==> config.mk <==
export PLATFORM = sky130hd
export DESIGN_NAME = mem_arbiter
export DESIGN_NICKNAME = d
export VERILOG_FILES = /design/src/rtl/mem_arbiter.sv
export SDC_FILE = /design/constraint.sdc
export NUM_CORES = 1
export LEC_CHECK = 0
export ABC_AREA = 1
export BUFFER_PORTS_ARGS = -buffer_cell sky130_fd_sc_hd__buf_2
export CAP_MARGIN = 25
export CORE_AREA = 2 2 540 542
export DETAILED_ROUTE_END_ITERATION = 10
export DIE_AREA = 0 0 542 544
export PLACE_DENSITY = 0.3
export SLEW_MARGIN = 20
export SYNTH_ARGS = -nofsm -noshare
export SYNTH_HDL_FRONTEND = slang
export SYNTH_SLANG_ARGS = --single-unit
==> constraint.sdc <==
create_clock -name clk -period 1.7 [get_ports clk]
set_input_delay 0.34 -clock clk [delete_from_list [all_inputs] [get_ports clk]]
set_output_delay 0.34 -clock clk [all_outputs]
set_load 0.03 [all_outputs]
==> src/rtl/mem_arbiter.sv <==
// Two-port (instruction/data) arbiter onto one shared line-wide memory port.
// Ties go to D; defining ARB_ROUND_ROBIN_EN makes them alternate between sides.
module mem_arbiter #(
  parameter int ADDR_W = 32,
  parameter int LINE_W = 256
) (
  input  logic              clk,
  input  logic              rst,
  input  logic              i_read,
  input  logic [ADDR_W-1:0] i_addr,
  output logic [LINE_W-1:0] i_rdata,
  output logic              i_resp,
  input  logic              d_read,
  input  logic              d_write,
  input  logic [ADDR_W-1:0] d_addr,
  input  logic [LINE_W-1:0] d_wdata,
  output logic [LINE_W-1:0] d_rdata,
  output logic              d_resp,
  output logic              mem_read,
  output logic              mem_write,
  output logic [ADDR_W-1:0] mem_addr,
  output logic [LINE_W-1:0] mem_wdata,
  input  logic [LINE_W-1:0] mem_rdata,
  input  logic              mem_resp,
  output logic              busy,
  output logic [1:0]        o_dbg_state
);

  typedef enum logic [1:0] {
    IDLE    = 2'd0,
    SERVE_I = 2'd1,
    SERVE_D = 2'd2,
    RECOVER = 2'd3
  } state_t;

  localparam logic [ADDR_W-1:0] LINE_MASK = ADDR_W'((LINE_W / 8) - 1);

  state_t              r_state;
  state_t              w_next;
  logic [ADDR_W-1:0]   r_addr;
  logic [LINE_W-1:0]   r_wdata;
  logic                r_is_write;
  logic                w_i_req;
  logic                w_d_req;
  logic                w_d_wins_tie;
  logic                w_grant_i;
  logic                w_grant_d;

  // Handshake: a requester holds its request level until its x_resp pulse;
  // mem_resp is a one-cycle completion that closes the outstanding command.
  assign w_i_req = i_read;
  assign w_d_req = d_read | d_write;

`ifdef ARB_ROUND_ROBIN_EN
  logic r_last_d;

  always_ff @(posedge clk or negedge rst) begin
    if (!rst) begin
      r_last_d <= 1'b0;
    end else if (w_grant_d) begin
      r_last_d <= 1'b1;
    end else if (w_grant_i) begin
      r_last_d <= 1'b0;
    end
  end

  assign w_d_wins_tie = ~r_last_d;
`else
  assign w_d_wins_tie = 1'b1;
`endif

  assign w_grant_d = (r_state == IDLE) && w_d_req && (!w_i_req || w_d_wins_tie);
  assign w_grant_i = (r_state == IDLE) && w_i_req && !w_grant_d;

  always_ff @(posedge clk or negedge rst) begin
    if (!rst) begin
      r_state <= IDLE;
    end else begin
      r_state <= w_next;
    end
  end

  always_comb begin
    w_next    = r_state;
    mem_read  = 1'b0;
    mem_write = 1'b0;
    i_resp    = 1'b0;
    d_resp    = 1'b0;
    i_rdata   = '0;
    d_rdata   = '0;
    case (r_state)
      IDLE: begin
        if (w_grant_d) begin
          w_next = SERVE_D;
        end else if (w_grant_i) begin
          w_next = SERVE_I;
        end
      end
      SERVE_I: begin
        mem_read = 1'b1;
        if (mem_resp) begin
          i_resp  = 1'b1;
          i_rdata = mem_rdata;
          w_next  = RECOVER;
        end
      end
      SERVE_D: begin
        mem_read  = ~r_is_write;
        mem_write = r_is_write;
        if (mem_resp) begin
          d_resp  = 1'b1;
          d_rdata = mem_rdata;
          w_next  = RECOVER;
        end
      end
      RECOVER: begin
        w_next = IDLE;
      end
      default: begin
        w_next = IDLE;
      end
    endcase
  end

  // Transaction context is captured only on the granting edge, so requester
  // inputs are free to move while the shared port is busy.
  always_ff @(posedge clk or negedge rst) begin
    if (!rst) begin
      r_addr     <= '0;
      r_wdata    <= '0;
      r_is_write <= 1'b0;
    end else if (w_grant_d) begin
      r_addr     <= d_addr;
      r_wdata    <= d_wdata;
      r_is_write <= d_write;
    end else if (w_grant_i) begin
      r_addr     <= i_addr;
      r_wdata    <= '0;
      r_is_write <= 1'b0;
    end
  end

  assign mem_addr    = r_addr & ~LINE_MASK;
  assign mem_wdata   = r_wdata;
  assign busy        = (r_state != IDLE);
  assign o_dbg_state = r_state;

endmodule

==> flow_summary.json <==
{
  "first_pass_iters": 5,
  "area_delta_synth_final_pct": 154,
  "place.gp.congestion": 0.890,
  "crit_required_ns": 1.36,
  "synth_flop_cell": "dfrtp_1",
  "ys_ff_latch": 286,
  "cpPeakStageDelay_ns": 0.45,
  "die_h_um": 544,
  "hpwl_um": 212000,
  "cap_violations": 0,
  "power_density_nw_per_um2": 1630,
  "grt_setup_unrepaired": "true",
  "vias_per_cell": 2.82,
  "vias": 22500,
  "post-route-period-util_pct": 149,
  "path_clk_slew_ns": 0.06,
  "synth_top_area_share_pct": 48.6,
  "overflow": 0,
  "power.total_mw": 61.0,
  "netlist_area_um2": 14700,
  "ant_nets": 0,
  "asyncSetResetFlopFracSynth_pct": 100,
  "critPathBufInv": 4,
  "clock_sinks": 286,
  "drc": 0,
  "nets": 4517,
  "chipWidth_um": 542,
  "post_drt_wl_per_cell_um": 29.4,
  "cts_tree": "built",
  "worst_slack_ns": -0.832,
  "htree_levels": 2,
  "clk_path_buf_depth": 3,
  "cp_cell_sequence": "inv_4, ha_4, nand2_8, buf_16, bufbuf_16, nor2_1, buf_4",
  "grt_pass1_vias": 22700,
  "drive_gt1_share_pct": 51.4,
  "outcome": "finished with violations",
  "slew_violations": 0,
  "yosys.cell_count.top_type": "inv_1",
  "cts_root_buffer": "clkbuf_16",
  "initialDrtViolationCount": 1327,
  "core_area_um2": 289000,
  "p_int_mw": 26.6,
  "synth.distinct_cells": 18,
  "hold_class": "primary input to flop",
  "hold_viol": 0,
  "synthTopCellsByCount": "inv_1, nor2_1, nand2_1",
  "seqCellArea_um2": 7160,
  "drt-total-wl_um": 235000,
  "grt_antenna_before_repair": 199,
  "grt_max_degree": 51,
  "post-place-ws_ns": -0.512,
  "finClkSkew_ns": 0.0127,
  "yosysSeqAreaShare_pct": 48.6,
  "multi_input_area_um2": 7180,
  "fin_crit_ns": 2.53,
  "crit_family": "buffers and inverters",
  "io_pins": 1389,
  "synth_edf_count": 0,
  "grt_usage_pct": 15.2,
  "clockPowerShare_pct": 14.7,
  "syn_inst": 2157,
  "maxSlewHeadroom_pct": 62.4,
  "dieArea_um2": 295000,
  "violations": "setup timing",
  "slowest_stage": "dfrtp_2",
  "synth_area_leaders": "dfrtp_1, inv_1, nor2_1",
  "p_comb_share_pct": 66.1,
  "fmax_ghz": 0.395,
  "grt_pass1_wl_um": 279000,
  "cp-end-kind": "output port",
  "yosysTopAreaCell": "dfrtp_1",
  "irDropWorstVdd_mv": 0.848,
  "start_util_pct": 5.09,
  "numCtsBuffers": 39,
  "syn_area_per_cell_um2": 6.83,
  "worstMarginPinSlew_ns": 0.563,
  "ys_warn_count": 0,
  "arrival_ns": 2.19,
  "portBuffers": 1373,
  "fill_cells": 33600,
  "p_sw_mw": 34.4,
  "power_leakage_nw": 18.2,
  "clock_latency_ns": 0.63,
  "seq_power_share_pct": 19.3,
  "crit_path_start_kind": "flop",
  "core.rowCount": 198,
  "switching_share_pct": 56.3,
  "critPathMaxFanout": 9,
  "setup_viol": 831,
  "critPathKind": "flop to output port"
}
## metal layers
metal  wire length [µm]  up-vias  part of all wire [%]  GRT usage [%]
met2             109000     1444                    46           25.5
met4              10100       74                   4.3           5.04
met1              77300    10500                    33           14.5
met5                702        -                  0.30          0.455
met3              37700      459                    16           10.8
li1                   -     9992                     -              -
## layout by cell type (no fill, tap or decap), drive strengths merged, types with 6 or more instances in the layout
cell type and instances:
buf 1536, o21ai 284, diode 220, clkinv 6, nand2 328, nand3 30
dlygate4sd3 288, inv 552, nor2 541, dfrtp 286, clkbuf 88
## registers in the layout, summed over array words and instances (netlist names)
name,count
mem_wdata,256
o_dbg_state,2
r_addr,27
r_is_write,1
## tightest hold or removal path: stages
cell	delay, ns
buf_2	0.08
nand2_1	0.10
o21ai_0	0.09
## metrics by stage
stage                     utilization (%)  area, µm²  TNS, ns  hold slack, ns  instances
after global placement               10.4      30200  -162.62           0.272       7361
after detailed placement             10.4      30200  -155.93           0.272       7361
after floorplan                         -      16800   -64.43          0.0444       2161
after global routing                 12.9      37200  -558.76          0.0188       7864
final                                13.0      37500  -467.55          0.0375       7979
after CTS                            12.4      35800  -509.76         0.00357       7740
## power groups by stage
stage | clock (mW) | sequential, mW | combinational (mW)
2_1_floorplan | 0 | 17.7 | 12.6
3_3_place_gp | 0 | 11.8 | 38.4
3_5_place_dp | 0 | 11.7 | 38.4
4_1_cts | 9.38 | 11.8 | 40.5
5_1_grt | 9.58 | 12.2 | 43.5
6_report | 8.96 | 11.7 | 40.3
## what timing repair did
| item | 4_1_cts | 5_1_grt |
|---|---|---|
| pin swaps | 6 | 5 |
| hold buffers | 288 | 0 |
| resized for setup | 309 | 321 |
| hold endpoints to repair | 405 | 0 |
| buffers inserted | 11 | 9 |
| setup endpoints to repair | 926 | 938 |
| cloned | 10 | 10 |
## layout make-up
type                    count  share of cell area, %
flip-flops and latches    286                   19.1
repair buffers           1858                   38.5
multi-input cells        1196                   19.2
well taps                3800                   12.7
clock buffers              57                   3.00
diodes                    220                   1.47
inverters                 549                   5.50
clock inverters            13                  0.567
## cells by family (layout without fill, tap and decap cells)
logic type / Yosys count / in the layout / share of synthesized area, %
simple gates: 901 / 901 / 23.3
buf+inv: 679 / 2477 / 18.0
flops: 286 / 286 / 48.6
compound gates: 285 / 285 / 9.68
fa+ha+maj: 5 / 5 / 0.425
other cells: 1 / 225 / 0.0254
## final timing paths
kind / from / endpoint / slack (ns) / cells past startpoint
hold reg to reg: r_addr[5] / r_addr[5] / 0.52 / 2
min in group asynchronous: rst / mem_wdata[224] / 0.21 / 2
setup reg to reg: o_dbg_state[1] / mem_wdata[101] / -0.45 / 10
max in group asynchronous: rst / mem_wdata[119] / 0.82 / 4
setup / recovery: o_dbg_state[0] / d_rdata[186] / -0.83 / 7
hold / removal: d_wdata[40] / mem_wdata[40] / 0.04 / 3
Power figures use the tool's default switching activity.
